File: src/rtl/alu_iter_pkg.sv
// -----------------------------------------------------------------------------
// alu_iter_pkg
// Shared definitions for the iterative ALU. It holds:
//   - the 3-bit operation codes, which keep the single-cycle ALU encoding;
//   - the sequencer state type.
// -----------------------------------------------------------------------------
package alu_iter_pkg;

  localparam logic [2:0] OP_AND  = 3'b000;
  localparam logic [2:0] OP_OR   = 3'b001;
  localparam logic [2:0] OP_ADD  = 3'b010;
  localparam logic [2:0] OP_MULU = 3'b011;
  localparam logic [2:0] OP_DIVU = 3'b100;
  localparam logic [2:0] OP_XOR  = 3'b101;
  localparam logic [2:0] OP_SUB  = 3'b110;
  localparam logic [2:0] OP_SLT  = 3'b111;

  typedef enum logic [1:0] {
    ST_IDLE = 2'd0,
    ST_MUL  = 2'd1,
    ST_DIV  = 2'd2,
    ST_DONE = 2'd3
  } state_e;

endpackage : alu_iter_pkg

File: src/rtl/alu_comb.sv
// -----------------------------------------------------------------------------
// alu_comb
// Combinational single-cycle function unit. It provides AND, OR, XOR, ADD, SUB
// and SLT (signed), together with the overflow and carry flags. The iterative
// opcodes (MULU/DIVU) produce zero here; the sequencer in alu_iter handles them.
//
// Ports
//   a_i, b_i   in  WIDTH  operands
//   select_i   in  3      operation code
//   result_o   out WIDTH  result
//   v_o        out 1      signed overflow (ADD/SUB only)
//   carry_o    out 1      adder carry out (ADD/SUB only)
// -----------------------------------------------------------------------------
module alu_comb
  import alu_iter_pkg::*;
#(
  parameter int WIDTH = 32
) (
  input  logic [WIDTH-1:0] a_i,
  input  logic [WIDTH-1:0] b_i,
  input  logic [2:0]       select_i,
  output logic [WIDTH-1:0] result_o,
  output logic             v_o,
  output logic             carry_o
);

  logic             subtract;
  logic [WIDTH-1:0] b_eff;
  logic [WIDTH:0]   sum;
  logic             add_ovf;

  // SUB and SLT share the adder as a + ~b + 1.
  assign subtract = (select_i == OP_SUB) || (select_i == OP_SLT);
  assign b_eff    = subtract ? ~b_i : b_i;
  assign sum      = {1'b0, a_i} + {1'b0, b_eff} + {{WIDTH{1'b0}}, subtract};

  // Signed overflow: both addends have the same sign, but the sum's sign differs.
  assign add_ovf  = (a_i[WIDTH-1] == b_eff[WIDTH-1]) &&
                    (sum[WIDTH-1] != a_i[WIDTH-1]);

  always_comb begin
    // NOTE: defaults first so every path assigns every output; no latch inferred.
    result_o = '0;
    v_o      = 1'b0;
    carry_o  = 1'b0;
    case (select_i)
      OP_AND: result_o = a_i & b_i;
      OP_OR:  result_o = a_i | b_i;
      OP_XOR: result_o = a_i ^ b_i;
      OP_ADD, OP_SUB: begin
        result_o = sum[WIDTH-1:0];
        v_o      = add_ovf;
        carry_o  = sum[WIDTH];
      end
      // The difference's sign is flipped on overflow, so the signed compare
      // stays correct even when the subtraction wraps.
      OP_SLT: result_o = {{(WIDTH-1){1'b0}}, sum[WIDTH-1] ^ add_ovf};
      default: ;
    endcase
  end

endmodule : alu_comb

File: src/rtl/alu_iter.sv
// -----------------------------------------------------------------------------
// alu_iter
// Multi-cycle ALU for the execute stage.
//   - Single-cycle ops finish one cycle after start.
//   - MULU (shift-add) and DIVU (restoring) take one bit per cycle and finish
//     WIDTH+1 cycles after start.
//   - Results and flags are registered, and they hold until the next accepted
//     op completes.
//
// Configuration macro
//   ALU_ITER_DIV_EN  defined   : opcode 100 is DIVU, and the divider is built in.
//                    undefined : opcode 100 is reserved; it completes in one
//                                cycle with zero results, zero flags and err = 1.
//
// Ports
//   clk                in  1      rising-edge clock
//   reset              in  1      synchronous, active-high
//   start              in  1      request; accepted only while busy = 0
//   select             in  3      opcode, sampled with start
//   a, b               in  WIDTH  operands, sampled with start
//   result_lo          out WIDTH  result / product low half / quotient
//   result_hi          out WIDTH  product high half / remainder / 0
//   v, z, carry_out    out 1      overflow, zero, carry flags
//   err                out 1      reserved op or divide by zero
//   busy               out 1      iterative op in progress
//   done               out 1      one-cycle completion pulse
// -----------------------------------------------------------------------------
module alu_iter
  import alu_iter_pkg::*;
#(
  parameter int WIDTH = 32
) (
  input  logic             clk,
  input  logic             reset,
  input  logic             start,
  input  logic [2:0]       select,
  input  logic [WIDTH-1:0] a,
  input  logic [WIDTH-1:0] b,
  output logic [WIDTH-1:0] result_lo,
  output logic [WIDTH-1:0] result_hi,
  output logic             v,
  output logic             z,
  output logic             carry_out,
  output logic             err,
  output logic             busy,
  output logic             done
);

  localparam int             CW      = $clog2(WIDTH);
  localparam logic [CW-1:0]  CNT_MAX = CW'(WIDTH - 1);

  state_e           state_q, state_d;
  logic [CW-1:0]    cnt_q, cnt_d;
  // Iteration registers, shared by both iterative ops:
  //   MULU : work_hi = partial product, work_lo = multiplier,  opnd = multiplicand
  //   DIVU : work_hi = remainder,       work_lo = quotient,    opnd = divisor
  logic [WIDTH-1:0] work_hi_q, work_hi_d;
  logic [WIDTH-1:0] work_lo_q, work_lo_d;
  logic [WIDTH-1:0] opnd_q, opnd_d;

  logic [WIDTH-1:0] res_lo_q, res_lo_d;
  logic [WIDTH-1:0] res_hi_q, res_hi_d;
  logic             v_q, v_d;
  logic             z_q, z_d;
  logic             c_q, c_d;
  logic             err_q, err_d;

  logic [WIDTH-1:0] comb_result;
  logic             comb_v;
  logic             comb_c;

  alu_comb #(
    .WIDTH (WIDTH)
  ) u_comb (
    .a_i      (a),
    .b_i      (b),
    .select_i (select),
    .result_o (comb_result),
    .v_o      (comb_v),
    .carry_o  (comb_c)
  );

  // One shift-add step. The adder carry becomes the new top bit, and the
  // product's low half fills work_lo from the top as the multiplier shifts out.
  logic [WIDTH:0]   mul_sum;
  logic [WIDTH-1:0] mul_hi_nxt;
  logic [WIDTH-1:0] mul_lo_nxt;

  assign mul_sum    = {1'b0, work_hi_q} + {1'b0, (work_lo_q[0] ? opnd_q : {WIDTH{1'b0}})};
  assign mul_hi_nxt = mul_sum[WIDTH:1];
  assign mul_lo_nxt = {mul_sum[0], work_lo_q[WIDTH-1:1]};

`ifdef ALU_ITER_DIV_EN
  // One restoring step:
  //   - Shift the next dividend bit into the remainder.
  //   - Subtract the divisor when the remainder is at least the divisor.
  // A zero divisor always subtracts. That yields an all-ones quotient and
  // remainder = a, with no special case needed.
  logic [WIDTH:0]   div_shift;
  logic             div_ge;
  logic [WIDTH-1:0] div_diff;
  logic [WIDTH-1:0] div_hi_nxt;
  logic [WIDTH-1:0] div_lo_nxt;

  assign div_shift  = {work_hi_q, work_lo_q[WIDTH-1]};
  assign div_ge     = div_shift >= {1'b0, opnd_q};
  assign div_diff   = div_shift[WIDTH-1:0] - opnd_q;
  assign div_hi_nxt = div_ge ? div_diff : div_shift[WIDTH-1:0];
  assign div_lo_nxt = {work_lo_q[WIDTH-2:0], div_ge};
`endif

  assign busy = (state_q == ST_MUL) || (state_q == ST_DIV);
  assign done = (state_q == ST_DONE);

  always_comb begin
    state_d   = state_q;
    cnt_d     = cnt_q;
    work_hi_d = work_hi_q;
    work_lo_d = work_lo_q;
    opnd_d    = opnd_q;
    res_lo_d  = res_lo_q;
    res_hi_d  = res_hi_q;
    v_d       = v_q;
    z_d       = z_q;
    c_d       = c_q;
    err_d     = err_q;

    case (state_q)
      // busy is low in IDLE and DONE, so start is accepted here. That is what
      // makes back-to-back ops work from the DONE cycle.
      ST_IDLE, ST_DONE: begin
        state_d = ST_IDLE;
        if (start) begin
          case (select)
            OP_MULU: begin
              state_d   = ST_MUL;
              cnt_d     = CNT_MAX;
              work_hi_d = '0;
              work_lo_d = b;
              opnd_d    = a;
            end
`ifdef ALU_ITER_DIV_EN
            OP_DIVU: begin
              state_d   = ST_DIV;
              cnt_d     = CNT_MAX;
              work_hi_d = '0;
              work_lo_d = a;
              opnd_d    = b;
            end
`else
            OP_DIVU: begin
              state_d  = ST_DONE;
              res_lo_d = '0;
              res_hi_d = '0;
              v_d      = 1'b0;
              z_d      = 1'b0;
              c_d      = 1'b0;
              err_d    = 1'b1;
            end
`endif
            default: begin
              state_d  = ST_DONE;
              res_lo_d = comb_result;
              res_hi_d = '0;
              v_d      = comb_v;
              z_d      = (comb_result == '0);
              c_d      = comb_c;
              err_d    = 1'b0;
            end
          endcase
        end
      end

      ST_MUL: begin
        work_hi_d = mul_hi_nxt;
        work_lo_d = mul_lo_nxt;
        if (cnt_q == '0) begin
          state_d  = ST_DONE;
          res_lo_d = mul_lo_nxt;
          res_hi_d = mul_hi_nxt;
          v_d      = (mul_hi_nxt != '0);
          z_d      = (mul_hi_nxt == '0) && (mul_lo_nxt == '0);
          c_d      = 1'b0;
          err_d    = 1'b0;
        end else begin
          cnt_d = cnt_q - 1'b1;
        end
      end

`ifdef ALU_ITER_DIV_EN
      ST_DIV: begin
        work_hi_d = div_hi_nxt;
        work_lo_d = div_lo_nxt;
        if (cnt_q == '0) begin
          state_d  = ST_DONE;
          res_lo_d = div_lo_nxt;
          res_hi_d = div_hi_nxt;
          v_d      = 1'b0;
          z_d      = (div_hi_nxt == '0) && (div_lo_nxt == '0);
          c_d      = 1'b0;
          err_d    = (opnd_q == '0);
        end else begin
          cnt_d = cnt_q - 1'b1;
        end
      end
`endif

      default: state_d = ST_IDLE;
    endcase
  end

  always_ff @(posedge clk) begin
    if (reset) begin
      // NOTE: the work registers are cleared along with the control and output
      // state, so the DUT has no X-dependent history after reset.
      state_q   <= ST_IDLE;
      cnt_q     <= '0;
      work_hi_q <= '0;
      work_lo_q <= '0;
      opnd_q    <= '0;
      res_lo_q  <= '0;
      res_hi_q  <= '0;
      v_q       <= 1'b0;
      z_q       <= 1'b0;
      c_q       <= 1'b0;
      err_q     <= 1'b0;
    end else begin
      // NOTE: non-blocking assignments, so every register samples pre-edge values.
      state_q   <= state_d;
      cnt_q     <= cnt_d;
      work_hi_q <= work_hi_d;
      work_lo_q <= work_lo_d;
      opnd_q    <= opnd_d;
      res_lo_q  <= res_lo_d;
      res_hi_q  <= res_hi_d;
      v_q       <= v_d;
      z_q       <= z_d;
      c_q       <= c_d;
      err_q     <= err_d;
    end
  end

  assign result_lo = res_lo_q;
  assign result_hi = res_hi_q;
  assign v         = v_q;
  assign z         = z_q;
  assign carry_out = c_q;
  assign err       = err_q;

endmodule : alu_iter

File: config.mk
export PLATFORM = sky130hd
export DESIGN_NAME = alu_iter
export DESIGN_NICKNAME = d
export VERILOG_FILES = /design/src/rtl/alu_iter_pkg.sv /design/src/rtl/alu_comb.sv /design/src/rtl/alu_iter.sv
export SDC_FILE = /design/constraint.sdc
export NUM_CORES = 1
export LEC_CHECK = 0
export CORE_ASPECT_RATIO = 1.25
export CORE_UTILIZATION = 53
export DETAILED_ROUTE_END_ITERATION = 6
export HOLD_SLACK_MARGIN = 0.1
export PLACE_DENSITY = 0.75
export SETUP_SLACK_MARGIN = 0.5
export SLEW_MARGIN = 5
export SYNTH_ARGS = -nofsm -noshare
export SYNTH_HDL_FRONTEND = slang
export SYNTH_HIERARCHICAL = 1
export SYNTH_SLANG_ARGS = --single-unit
File: constraint.sdc
create_clock -name clk -period 4.55 [get_ports clk]
set_input_delay 1.1375 -clock clk [delete_from_list [all_inputs] [get_ports clk]]
set_output_delay 1.1375 -clock clk [all_outputs]
set_load 0.05 [all_outputs]
==> impl_summary.txt, run 1 <==
----------------------------------------------------
[Routing]
  Count of vias placed by the detailed router ... around 14000
  Remaining design rule violation count ... 0
  Detailed Routing Iterations Pass 1 ... 6
  Final WL ... about 45000 um
  Detailed Route Iter0 Violations ... around 950
  Average wire per cell in the routed design ... 18.6 um
  Final ANT Viol Nets ... 0
  Vias per Instance ... 5.97

[STA]
  Slew Limit Headroom ... ~28%
  Worst slew pin tran ... 1.08 ns
  Unrepaired setup endpoints after global routing ... no
  Top achievable clock speed ... 246 MHz
  Min Clock Period, post-route ... between 4 and 5 ns
  Count of final hold-check violations ... 0
  Tcrit/Tclk final ... between 80% and 90%
  Minimum setup slack in the final design ... roughly 0.49 ns
  Max Slew Vio Count ... 0
  Total of endpoints with negative setup slack in the final report ... 0
  Fin Clk Skew ... ~0.015 ns

[Global route]
  Met3 demand-to-capacity share in global routing ... 4.27%
  Vias in the first global route ... 13800
  Met2 demand-to-capacity share in global routing ... approximately 60%
  Largest net degree at the start of global routing ... 80
  Initial antenna violation count ... 0
  Total overflow reported by the global router ... 0
  Wire length of the first global-routing pass ... roughly 71000 um
  Most heavily used metal layer in global routing ... met2
  Met1 usage in global routing ... ~41%
  Global routing usage summed across all routing layers ... 33.6%

[Setup path]
  Class of the most critical setup path ... in2reg
  Master of the slowest instance on the critical path ... sky130_fd_sc_hd__ha_1
  Ordered cell list for the critical path ... clkbuf_4 -> nand2_4 -> buf_12 -> xnor2_1 -> ha_1 -> nand2_2 -> nor3_4 -> o21bai_4 -> a2111oi_4 -> buf_4 -> or2_4 -> xnor2_2 -> o22ai_2 -> nor4_2 -> buf_4 -> nand4_1 -> nor2_1 -> a21oi_2 -> a21oi_1
  Maximum net fanout on the critical path ... 8
  Worst path buffer plus inverter count ... 4
  Data required time at the worst endpoint ... about 4.9 ns
  Arrival time at the worst endpoint ... between 4 and 5 ns
  Endpoint type of the worst setup path ... register
  Most common cell type on the critical path ... sky130_fd_sc_hd__buf_4
  Kind of launch point of the worst setup path ... input port
  Delay contributed by the slowest stage of the critical path ... 0.39 ns
  Kind of cell adding the most delay to the critical path ... simple AND/OR/NAND/NOR gates

[Logic synthesis]
  Area of the mapped netlist ... roughly 14000 sq um
  Count of mapped cells out of synthesis ... approximately 1800
  Library cell occupying the most area in the post-synthesis netlist ... sky130_fd_sc_hd__dfxtp_1
  Dominant cells by area after synthesis ... sky130_fd_sc_hd__dfxtp_1 25%, sky130_fd_sc_hd__ha_1 12%, sky130_fd_sc_hd__a21oi_1 6.3%
  Proportion of netlist area held by the largest area contributor ... 25.1%
  Top post-synthesis cells by count ... 217 x sky130_fd_sc_hd__nand2_1, 174 x sky130_fd_sc_hd__nor2_1, 173 x sky130_fd_sc_hd__a21oi_1
  Synth async-reset ratio ... 0%
  Library cell with the highest instance count after synthesis ... sky130_fd_sc_hd__nand2_1
  Number of warnings printed during yosys synthesis ... 6
  Yosys reg bits ... approximately 170
  Number of enable flip-flop cells after synthesis ... 0
  Syn_area_per_cell ... 7.53 sq um
  Share of the yosys chip area belonging to registers ... around 25%
  Number of unique standard cell types used by synthesis ... 88
  Synth Flop Type ... sky130_fd_sc_hd__dfxtp_1
  Synth Net Count ... just over 2000

[Floorplan]
  Die outline width ... approximately 150 um
  Chip Height ... 181 um
  Total Die Area ... between 20000 and 30000 sq um
  Number of top-level pins ... 140
  Effective utilization at floorplan ... between 50% and 60%
  Placeable core region ... roughly 25000 sq um
  Placement row count ... 65

[Clock network]
  Clock network latency to the later pin of the worst-skew pair ... ~0.45 ns
  Total number of clock tree sinks ... 171
  Number of buffers added to fix hold violations after cts ... 0
  Maximum buffer depth of the clock tree ... 2
  TritonCTS Buffers ... 17
  # H-tree levels ... 4
  Buffer cell driving the clock tree root ... sky130_fd_sc_hd__clkbuf_16
  Clock transition at path regs ... approximately 0.080 ns
  CTS tree ... done

[Pwr]
  Switching fraction of total power ... between 40% and 50%
  IR drop worst, VDD ... 0.289 mV
  Pwr Total ... approximately 7.2 mW
  Net load switching power ... 3.20 mW
  Internal power contribution ... 4.02 mW
  Ratio of total power to cell area ... around 410 nW/um^2
  Fraction of power consumed by the clock network ... about 22%
  Part of the power in registers ... 27.2%
  Reported leakage power ... 7.31 nW
  Combinational share of power ... around half

[Run]
  Maxcap violations ... 0

[Cells and area]
  Share of cells above drive strength 1 ... between 10% and 20%
  Count of inserted antenna diode cells ... 0
  Synthesis-to-finish area growth ... 28.8%
  Final net count ... ~2300
  Number of non-filler instances in the completed layout ... between 2000 and 2500

[Place]
  Worst setup slack after placement ... -0.549 ns
  Placed Instances ... ~2400
  RePlAce Congestion ... 1.04
  Number of I/O port buffers ... 139
  HPWL Detailed ... 34600 um

[Hold path]
  Worst min path class ... reg2reg

[Outcome]
  Status ... finished, final reports clean

----------------------------------------------------
## cell families (layout without fill, tap and decap cells)
kind of cell | count (synthesis) | after routing | share of synthesized area (%)
buffers and inverters | 227 | 494 | 6.69
muxes | 56 | 56 | 4.12
and+or+nand+nor | 647 | 647 | 22.2
AOI/OAI and AO/OA | 502 | 502 | 24.6
xor gates and xnor gates | 73 | 73 | 4.68
DFF | 171 | 171 | 25.1
adders and majority gates | 137 | 137 | 12.7
## flip-flops by register name (all words and copies together), names as in the netlist
signal / count
carry_out: 1
cnt_q: 5
err: 1
opnd_q: 32
result_hi: 32
result_lo: 32
state_q: 2
v: 1
work_hi_q: 32
work_lo_q: 32
z: 1
## path summary, 6_finish.rpt
kind / to / from / cells past startpoint / slack (ns)
hold / removal: opnd_q[15]$_SDFFE_PP0P_ / opnd_q[15]$_SDFFE_PP0P_ / 2 / 0.45
setup / recovery: z$_SDFFE_PP0P_ / select[2] / 19 / 0.49
hold reg to reg: opnd_q[15]$_SDFFE_PP0P_ / opnd_q[15]$_SDFFE_PP0P_ / 2 / 0.45
setup reg to reg: v$_SDFFE_PP0P_ / work_lo_q[0]$_SDFFE_PP0P_ / 11 / 0.71
## power by group through the flow
stage | Combinational (mW) | Clock (mW) | Sequential (mW)
6_report | 3.70 | 1.56 | 1.96
5_1_grt | 3.96 | 1.63 | 1.99
4_1_cts | 3.59 | 1.57 | 1.96
3_5_place_dp | 3.55 | 0 | 1.99
3_3_place_gp | 3.49 | 0 | 1.98
2_1_floorplan | 1.74 | 0 | 2.41
## layer usage
metal  vias to the layer above  wire length (um)  share of wire, %
met1                      6702             18700                42
met4                         0              1780               4.0
met5                         -                 0                 0
met2                       572             21700                48
li1                       7027                 -                 -
met3                       114              2700               6.0
## layout make-up
cell class              count  area [sq um]
inverters                 107           402
clock buffers              18           439
repair buffers            355          3080
flip-flops and latches    171          3420
well taps                 335           419
clock inverters            14           176
fillers                  2189          7720
multi-input cells        1415          9640
## through the flow
stage	cell area, sq um	hold WS, ns	TNS (ns)	util, %
6_report	17600	0.448	0	69.5
2_1_floorplan	13700	0.432	0	-
3_5_place_dp	16600	0.442	-1.84	65.5
5_1_grt	17600	0.464	0	69.5
4_1_cts	17300	0.452	0	68.5
3_3_place_gp	16600	0.439	-0.946	65.5
## what timing repair did
item	in CTS	in global routing
buffers inserted	9	3
hold endpoints to repair	0	0
endpoints found under the setup margin	16	8
pin swaps	14	38
gates resized for setup	27	55
## worst min-delay path: cells and delay by family (launching register included)
| kind | cells | cell delay [ns] |
|---|---|---|
| DFF | 1 | 0.31 |
| and+or+nand+nor | 1 | 0.05 |
| AOI/OAI and AO/OA | 1 | 0.05 |
## layout by cell type, fill, tap and decap left out, drive strengths merged, types with 21 or more instances in the layout
cell type and instances:
nand2 218, buf 218, a21oi 182, nor2 174
dfxtp 171, ha 135, clkdlybuf4s50 124, inv 115
o21ai 64, xnor2 55, mux2i 54, nor3 52
and2 51, nand3 44, a211oi 43, a22oi 39
a221oi 36, nor4 25, nand4 23, o22ai 21
(Power assumes the default switching activity.)
==> run 2, diff against run 1 <==
Settings changed: CORE_UTILIZATION 53 to 54, CTS_BUF_LIST set to sky130_fd_sc_hd__clkbuf_4 sky130_fd_sc_hd__clkbuf_8, PLACE_DENSITY 0.75 to 0.81.
==> run 2 against run 1 <==
Sequential power about the same. Fmax increased by 0.51%. Critical path depth fell by 4. Critical path type unchanged. Largest power group unchanged. Cell count shrank 0.33%. Power is 7.9% lower. First-iteration DRC count grew 23%. Die area fell by 1.8%. Flip-flop and latch count unchanged. Global-route usage is 1.2 points higher. Count of clock-buffer cells in the layout up 2.
==> impl_summary.txt, run 2 (synthesis results as in run 1) <==
----------------------------------------------------
[Cells and area]
  Number of non-filler instances in the completed layout ... 2407 (was 2415)
  Leading cell type in the layout, fill and taps excluded ... sky130_fd_sc_hd__nand2_1 (unchanged)
  Share of cells above drive strength 1 ... 15.3% (was 16.4%)
  Synthesis-to-finish area growth ... 25.4% (was 28.8%)
  Most used cells in the layout excluding fill and tap cells ... 216 x sky130_fd_sc_hd__nand2_1, 209 x sky130_fd_sc_hd__buf_4, 172 x sky130_fd_sc_hd__nor2_1 (was 213 x sky130_fd_sc_hd__nand2_1, 210 x sky130_fd_sc_hd__buf_4, 171 x sky130_fd_sc_hd__nor2_1)
  Final net count ... 2270 (was 2274)

[Pwr]
  Reported leakage power ... 7.12 nW (was 7.31 nW)
  Internal power contribution ... 3.54 mW (was 4.02 mW)
  Net load switching power ... 3.11 mW (was 3.20 mW)
  Fraction of power consumed by the clock network ... 15.1% (was 21.6%)
  Switching fraction of total power ... 46.7% (was 44.3%)
  IR drop worst, VDD ... 0.326 mV (was 0.289 mV)
  Combinational share of power ... 55.2% (was 51.2%)
  Ratio of total power to cell area ... 388 nW/um^2 (was 411 nW/um^2)
  Part of the power in registers ... 29.7% (was 27.2%)

[Clock network]
  Total number of clock tree sinks ... 171 (unchanged)
  Number of buffers added to fix hold violations after cts ... 0 (unchanged)
  Clock network latency to the later pin of the worst-skew pair ... 0.50 ns (was 0.45 ns)
  CTS tree ... done (unchanged)
  TritonCTS Buffers ... 17 (unchanged)
  Clock transition at path regs ... 0.11 ns (was 0.08 ns)
  Buffer cell driving the clock tree root ... sky130_fd_sc_hd__clkbuf_8 (was sky130_fd_sc_hd__clkbuf_16)
  Maximum buffer depth of the clock tree ... 2 (unchanged)
  # H-tree levels ... 4 (unchanged)

[STA]
  Total of endpoints with negative setup slack in the final report ... 0 (unchanged)
  Slew Limit Headroom ... 43.0% (was 28.3%)
  Tcrit/Tclk final ... 88.8% (was 89.2%)
  Top achievable clock speed ... 248 MHz (was 246 MHz)
  Min Clock Period, post-route ... 4.04 ns (was 4.06 ns)
  Worst slew pin tran ... 0.845 ns (was 1.08 ns)
  Unrepaired setup endpoints after global routing ... yes (was no)
  Minimum setup slack in the final design ... 0.510 ns (was 0.490 ns)
  Count of final hold-check violations ... 0 (unchanged)
  Fin Clk Skew ... 0.0217 ns (was 0.0148 ns)
  Max Slew Vio Count ... 0 (unchanged)
  Total negative slack ... 0 ns (unchanged)

[Routing]
  Average wire per cell in the routed design ... 18.8 um (was 18.6 um)
  Highest metal layer with signal wires ... met4 (unchanged)
  Final ANT Viol Nets ... 0 (unchanged)
  Detailed Route Iter0 Violations ... 1165 (was 945)
  Vias per Instance ... 6.08 (was 5.97)
  Detailed Routing Iterations Pass 1 ... 5 (was 6)
  Final WL ... 45300 um (was 44900 um)
  Count of vias placed by the detailed router ... 14600 (was 14400)
  Met3 routed WL ... 3060 um (was 2700 um)
  Remaining design rule violation count ... 0 (unchanged)
  Met1 layer wirelength in the final routing ... 18900 um (was 18700 um)
  Routed length on met2 ... 21400 um (was 21700 um)

[Floorplan]
  Placeable core region ... 24700 sq um (was 25300 sq um)
  Die outline width ... 144 um (was 146 um)
  Effective utilization at floorplan ... 55.3% (was 54.0%)
  Total Die Area ... 25900 sq um (was 26400 sq um)
  Number of top-level pins ... 140 (unchanged)
  Placement row count ... 64 (was 65)
  Chip Height ... 180 um (was 181 um)

[Global route]
  Largest net degree at the start of global routing ... 87 (was 80)
  Initial antenna violation count ... 1 (was 0)
  Wire length of the first global-routing pass ... 70900 um (was 71000 um)
  Global routing usage summed across all routing layers ... 34.8% (was 33.6%)
  Vias in the first global route ... 13700 (was 13800)
  Total overflow reported by the global router ... 0 (unchanged)

[Setup path]
  Endpoint type of the worst setup path ... register (unchanged)
  Maximum net fanout on the critical path ... 3 (was 8)
  Data required time at the worst endpoint ... 4.98 ns (was 4.94 ns)
  Kind of launch point of the worst setup path ... input port (unchanged)
  Class of the most critical setup path ... in2reg (unchanged)
  Arrival time at the worst endpoint ... 4.47 ns (was 4.45 ns)

[Place]
  Worst setup slack after placement ... -0.405 ns (was -0.549 ns)
  Placed Instances ... 2365 (was 2371)
  HPWL Detailed ... 35100 um (was 34600 um)
  Number of I/O port buffers ... 139 (unchanged)
  RePlAce Congestion ... 0.986 (was 1.04)

[Hold path]
  Worst min path class ... reg2reg (unchanged)

[Run]
  Maxcap violations ... 0 (unchanged)

[Outcome]
  Status ... finished, final reports clean (unchanged)

----------------------------------------------------
==> run 2: cell count changes in the layout (fill, tap and decap cells not counted), sizes merged, moves of 2 or more <==
cell,delta
clkbuf,+2
clkinvlp,+2
clkdlybuf4s50,+4
buf,-3
bufinv,-2
inv,-3
dlygate4sd2,-6
==> run 2: timing repair <==
action	4_1_cts	5_1_grt
pin swaps	9	24
setup buffers	3	6
endpoints found under the setup margin	16	11
gates resized for setup	13	36
==> run 2: path summary, 6_finish.rpt <==
kind / slack [ns] / startpoint / end / depth (start not counted)
setup / recovery: 0.51 / b[23] / z$_SDFFE_PP0P_ / 15
hold / removal: 0.45 / opnd_q[10]$_SDFFE_PP0P_ / opnd_q[10]$_SDFFE_PP0P_ / 2
setup reg to reg: 0.78 / work_lo_q[0]$_SDFFE_PP0P_ / v$_SDFFE_PP0P_ / 12
hold reg to reg: 0.45 / opnd_q[10]$_SDFFE_PP0P_ / opnd_q[10]$_SDFFE_PP0P_ / 2
==> run 2: cell type report <==
cell class	instances	area, sq um
sequential	171	3430
timing repair buffer	351	3010
inverter	107	402
clock buffer	20	256
multi-input combinational	1415	9510
tap	330	413
clock inverter	12	91.3
antenna	1	2.50
fill	2179	7550
==> run 2: power by group through the flow <==
stage	Combinational (mW)	Sequential, mW	Clock [mW]
finish	3.67	1.97	1.00
floorplan	1.74	2.41	0
CTS	3.58	1.96	1.01
global placement	3.48	1.98	0
detailed placement	3.55	1.99	0
global route	3.91	2.00	1.07
==> run 2: per-stage QoR <==
step | util [%] | power (mW) | hold WS, ns | instance area [sq um]
final | 69.4 | 6.65 | 0.454 | 17100
after floorplan | - | 4.16 | 0.432 | 13700
after CTS | 68.6 | 6.55 | 0.458 | 16900
after global routing | 69.4 | 6.98 | 0.475 | 17100
after detailed placement | 67.0 | 5.54 | 0.445 | 16500
after global placement | 67.0 | 5.47 | 0.439 | 16500
==> run 2: layer usage <==
metal  vias up  track usage, %
met2       659            57.0
met1      6869            45.2
met3       130            4.02
met4         0            16.1
li1       6986               -
met5         -               0
==> run 2: critical path, cell delays in order <==
cell and delay (ns):
sky130_fd_sc_hd__clkdlybuf4s50_1 0.52, sky130_fd_sc_hd__xnor2_1 0.18, sky130_fd_sc_hd__ha_1 0.31, sky130_fd_sc_hd__and3_1 0.20, sky130_fd_sc_hd__and2_1 0.17, sky130_fd_sc_hd__a221o_1 0.34
sky130_fd_sc_hd__a311o_1 0.37, sky130_fd_sc_hd__a31oi_4 0.22, sky130_fd_sc_hd__xor2_1 0.17, sky130_fd_sc_hd__o22ai_1 0.11, sky130_fd_sc_hd__nor4_1 0.18, sky130_fd_sc_hd__nand4_1 0.18
sky130_fd_sc_hd__nor2_1 0.14, sky130_fd_sc_hd__a21oi_1 0.09, sky130_fd_sc_hd__a21oi_1 0.16
==> run 3, diff against run 2 <==
Settings changed: CORE_UTILIZATION 54 to 60, PLACE_DENSITY 0.81 to 0.86.
Clock period 4.55 ns to 4 ns, I/O delays scaled along.
==> run 3 against run 2 <==
The flow now finishes with violations (design-rule violations). Cell area grew 7.7%. Critical path depth increased by 1. Combinational power increased by 28%. Utilization grew 13 points. Non-clock buffer count grew 88. Sequential power up 14%. Flip-flop and latch count did not move. Power is 22% higher. Count of clock-buffer cells in the layout is 1 higher. Critical path type unchanged.
==> impl_summary.txt, run 3 (synthesis results as in run 1) <==
----------------------------------------------------
[Outcome]
  Status ... finished, violations left (was finished, final reports clean)
  Violations in the final reports ... design-rule violations

[Clock network]
  Clock transition at path regs ... 0.09 ns (was 0.11 ns)
  Total number of clock tree sinks ... 171 (unchanged)
  Buffer cell driving the clock tree root ... sky130_fd_sc_hd__clkbuf_8 (unchanged)
  TritonCTS Buffers ... 17 (unchanged)
  Number of buffers added to fix hold violations after cts ... 0 (unchanged)
  # H-tree levels ... 4 (unchanged)
  Clock network latency to the later pin of the worst-skew pair ... 0.50 ns (about the same)
  CTS tree ... done (unchanged)
  Maximum buffer depth of the clock tree ... 2 (unchanged)

[Routing]
  Final WL ... 52500 um (was 45300 um)
  Detailed Routing Iterations Pass 1 ... 7 (was 5)
  Final ANT Viol Nets ... 0 (unchanged)
  Count of vias placed by the detailed router ... 16000 (was 14600)
  Remaining design rule violation count ... 26 (was 0)
  Detailed Route Iter0 Violations ... 1857 (was 1165)
  Vias per Instance ... 6.54 (was 6.08)
  Average wire per cell in the routed design ... 21.4 um (was 18.8 um)

[Floorplan]
  Number of top-level pins ... 140 (unchanged)
  Placement row count ... 61 (was 64)
  Total Die Area ... 23400 sq um (was 25900 sq um)
  Die outline width ... 137 um (was 144 um)
  Chip Height ... 171 um (was 180 um)
  Placeable core region ... 22300 sq um (was 24700 sq um)
  Effective utilization at floorplan ... 61.3% (was 55.3%)

[Run]
  Maxcap violations ... 0 (unchanged)

[Cells and area]
  Number of non-filler instances in the completed layout ... 2448 (was 2407)
  Final net count ... 2359 (was 2270)
  Count of inserted antenna diode cells ... 0 (was 1)
  Finished Cell Area ... 18400 sq um (was 17100 sq um)
  Count of filler cells inserted in the layout ... 1374 (was 2179)
  Combined area of the multi-input logic cells ... 10100 sq um (was 9510 sq um)
  Share of cells above drive strength 1 ... 22.5% (was 15.3%)
  Synthesis-to-finish area growth ... 35.1% (was 25.4%)
  FF/Latch Area ... 3420 sq um (was 3430 sq um)
  Most used cells in the layout excluding fill and tap cells ... 276 x sky130_fd_sc_hd__buf_4, 210 x sky130_fd_sc_hd__nand2_1, 170 x sky130_fd_sc_hd__nor2_1, 170 x sky130_fd_sc_hd__dfxtp_1, 158 x sky130_fd_sc_hd__a21oi_1 (was 216 x sky130_fd_sc_hd__nand2_1, 209 x sky130_fd_sc_hd__buf_4, 172 x sky130_fd_sc_hd__nor2_1)
  Leading cell type in the layout, fill and taps excluded ... sky130_fd_sc_hd__buf_4 (was sky130_fd_sc_hd__nand2_1)

[Global route]
  Global routing usage summed across all routing layers ... 41.8% (was 34.8%)
  Total overflow reported by the global router ... 0 (unchanged)
  Vias in the first global route ... 14700 (was 13700)
  Initial antenna violation count ... 0 (was 1)
  Wire length of the first global-routing pass ... 75600 um (was 70900 um)
  Largest net degree at the start of global routing ... 94 (was 87)

[STA]
  Fin Clk Skew ... 0.0143 ns (was 0.0217 ns)
  Min Clock Period, post-route ... 3.97 ns
  Unrepaired setup endpoints after global routing ... yes (unchanged)
  Max Slew Vio Count ... 0 (unchanged)
  Total of endpoints with negative setup slack in the final report ... 0 (unchanged)
  Worst slew pin tran ... 1.35 ns (was 0.845 ns)
  Tcrit/Tclk final ... just under 100%
  Slew Limit Headroom ... 9.57% (was 43.0%)
  Top achievable clock speed ... approximately 250 MHz
  Count of final hold-check violations ... 0 (unchanged)

[Pwr]
  IR drop worst, VDD ... 0.352 mV (was 0.326 mV)
  Pwr Total ... 8.14 mW (was 6.65 mW)
  Ratio of total power to cell area ... 441 nW/um^2 (was 388 nW/um^2)
  Reported leakage power ... 7.76 nW (was 7.12 nW)

[Setup path]
  Arrival time at the worst endpoint ... 4.39 ns (was 4.47 ns)
  Class of the most critical setup path ... in2reg (unchanged)
  Kind of launch point of the worst setup path ... input port (unchanged)
  Maximum net fanout on the critical path ... 3 (unchanged)
  Data required time at the worst endpoint ... 4.42 ns (was 4.98 ns)
  Endpoint type of the worst setup path ... register (unchanged)

[Place]
  HPWL Detailed ... 35600 um (was 35100 um)
  RePlAce Congestion ... 0.997 (was 0.986)
  Number of I/O port buffers ... 139 (unchanged)
  Placed Instances ... 2362 (was 2365)
  Instance area at placement ... 16900 sq um (was 16500 sq um)

[Hold path]
  Worst min path class ... reg2reg (unchanged)

----------------------------------------------------
-- run 3: repair_timing --
action                                  in CTS  in global routing
resized for setup                          115                 76
gates cloned                                 1                  1
pin swaps                                   61                 41
endpoints found under the setup margin      30                 25
buffers inserted                            40                 12
-- run 3: stage by stage --
| step | setup WS, ns | setup TNS (ns) | utilization (%) | hold slack [ns] |
|---|---|---|---|---|
| after floorplan | 0.246 | 0 | - | 0.432 |
| after global placement | -0.992 | -11.17 | 75.8 | 0.438 |
| after detailed placement | -1.01 | -13.24 | 75.8 | 0.444 |
| after CTS | 0.334 | 0 | 80.6 | 0.456 |
| after global routing | -0.0595 | -0.0595 | 82.7 | 0.470 |
| final | 0.0314 | 0 | 82.7 | 0.457 |
-- run 3: area by class of cell --
cell class                 count  share of cell area, %
clock inverter                11                  0.475
clock buffer                  21                   1.47
multi-input combinational   1416                   54.6
timing repair buffer         439                   20.8
inverter                     107                   2.18
tap                          283                   1.92
sequential                   171                   18.6
-- run 3: final timing paths --
check / start / to / slack, ns / cells after the start
worst min register to register: opnd_q[22]$_SDFFE_PP0P_ / opnd_q[22]$_SDFFE_PP0P_ / 0.46 / 2
worst max register to register: work_lo_q[0]$_SDFFE_PP0P_ / v$_SDFFE_PP0P_ / 0.51 / 13
worst max-delay path: a[6] / z$_SDFFE_PP0P_ / 0.03 / 16
worst min-delay path: opnd_q[22]$_SDFFE_PP0P_ / opnd_q[22]$_SDFFE_PP0P_ / 0.46 / 2
-- run 3: routing by layer --
| layer | global-route usage (%) | up-vias | wire, um | part of all wire [%] |
|---|---|---|---|---|
| li1 | - | 7154 | - | - |
| met1 | 49.2 | 7426 | 19100 | 36 |
| met2 | 70.9 | 1102 | 24700 | 47 |
| met3 | 6.70 | 338 | 4710 | 9.0 |
| met4 | 25.1 | 0 | 4010 | 7.6 |
| met5 | 0 | - | 0 | 0 |
-- run 3: power breakdown --
part	leakage, nW	switching [mW]	total, mW	internal (mW)
Combinational	6.19	2.93	4.70	1.77
Clock	0.179	0.708	1.18	0.474
Sequential	1.39	0.260	2.25	1.99
-- run 3: critical path: stages --
cell	delay, ns
sky130_fd_sc_hd__clkdlybuf4s50_1	0.63
sky130_fd_sc_hd__ha_1	0.32
sky130_fd_sc_hd__a21oi_2	0.21
sky130_fd_sc_hd__o21ai_1	0.11
sky130_fd_sc_hd__a21oi_1	0.20
sky130_fd_sc_hd__o21ai_2	0.13
sky130_fd_sc_hd__buf_4	0.16
sky130_fd_sc_hd__or2_4	0.25
sky130_fd_sc_hd__xnor2_2	0.19
sky130_fd_sc_hd__o22ai_2	0.15
sky130_fd_sc_hd__nor4_4	0.28
sky130_fd_sc_hd__buf_4	0.17
sky130_fd_sc_hd__nand4_1	0.17
sky130_fd_sc_hd__nor2_1	0.15
sky130_fd_sc_hd__a21oi_1	0.10
sky130_fd_sc_hd__a21oi_1	0.17
==> variant (flow settings as in run 2) <==
The option `ALU_ITER_DIV_EN` is turned on by a define.
--- a/src/rtl/alu_iter.sv
+++ b/src/rtl/alu_iter.sv
@@ -27,2 +27,4 @@
 // -----------------------------------------------------------------------------
+`define ALU_ITER_DIV_EN
+
 module alu_iter
Check against the original RTL: not equivalent (Yosys sat finds a counterexample within 4 cycles, from zero or initial values and one cycle with reset high).
==> variant against run 2 <==
- the flow now finishes with violations (DRC)
- worst setup slack lost 0.30 ns
- sequential cell count unchanged
- critical path depth grew 4
- wire length grew 32%
- sequential share of layout area shrank 3.7 points
- area after synthesis rose by 20%
- cell area is 22% higher
- critical endpoint unchanged
Power is not compared: it rests on default switching activity, and its combinational part moved more than twofold at a synthesized area within 25%.
==> variant: results <==
{
  "status": "complete, but fails checks",
  "violations": "DRC",
  "wirelength_met1_microns": 23000,
  "drc": 21,
  "post_route_cells_drive_above_1_share_pct": 16.6,
  "clock_latency_ns": 0.52,
  "grt_start_max_net_pins": 83,
  "synth-adder-area-share_pct": 13.1,
  "netlist-cell-type-count": 90,
  "reg2reg_depth": 13,
  "crit_arrival_ns": 4.77,
  "nNetsFinal": 2787,
  "grt_util_met2_pct": 62.9,
  "whs_endpoint": "err",
  "gr-usage-met1_pct": 43.8,
  "slew_headroom_pct": 10.3,
  "place_area_sq_um": 19900,
  "grt_usage_pct": 37.5,
  "synth_xor_area_share_pct": 5.45,
  "synthTopCellsByCount": "nand2_1, nor2_1, a21oi_1, dfxtp_1, ha_1",
  "avgSynthCellArea_sq_um": 7.31,
  "skew_ns": 0.0148,
  "met2_length_microns": 28700,
  "synth_nets": 2484,
  "period_needed_ns": 4.34,
  "synth-compound-area-share_pct": 30.3,
  "synth-seq-area-share_pct": 20.9,
  "grt_pass1_wl_microns": 91100,
  "drtIter0Drc": 1615,
  "antenna_found_initial": 0,
  "synth_mux_area_share_pct": 1.53,
  "hp-start": "err",
  "wl_per_cell_microns": 20.2,
  "first_pass_iters": 7,
  "crit_start": "b[14]",
  "first_global_vias": 17600,
  "fillCellCount": 2552,
  "gp_congestion": 0.992
}
[variant: worst max-delay path, stage by stage]
cell and delay [ns]:
dlygate4sd2_1 0.28, xnor2_2 0.22, ha_4 0.26, a211oi_4 0.27, o211ai_1 0.23, a2111oi_4 0.39
buf_4 0.18, o21ai_1 0.06, o21ai_1 0.15, xor2_1 0.20, o22ai_2 0.13, nor4_4 0.30
buf_4 0.15, nand4_1 0.11, nor4_2 0.17, nand4_1 0.13, nor2_1 0.13, a21oi_1 0.06
o22ai_1 0.22
[variant: area by class of cell]
class | count | area, sq um | area share (%)
Multi-Input combinational cell | 1798 | 12400 | 59.3
Timing Repair Buffer | 428 | 3670 | 17.5
Clock buffer | 18 | 241 | 1.15
Clock inverter | 14 | 178 | 0.850
Sequential cell | 171 | 3420 | 16.4
Tap cell | 401 | 502 | 2.40
Inverter | 131 | 492 | 2.35
[variant: timing repair]
item	4_1_cts	5_1_grt
setup endpoints to repair	21	7
pin swaps	56	38
gates cloned	2	0
buffers inserted	16	13
resized for setup	82	39
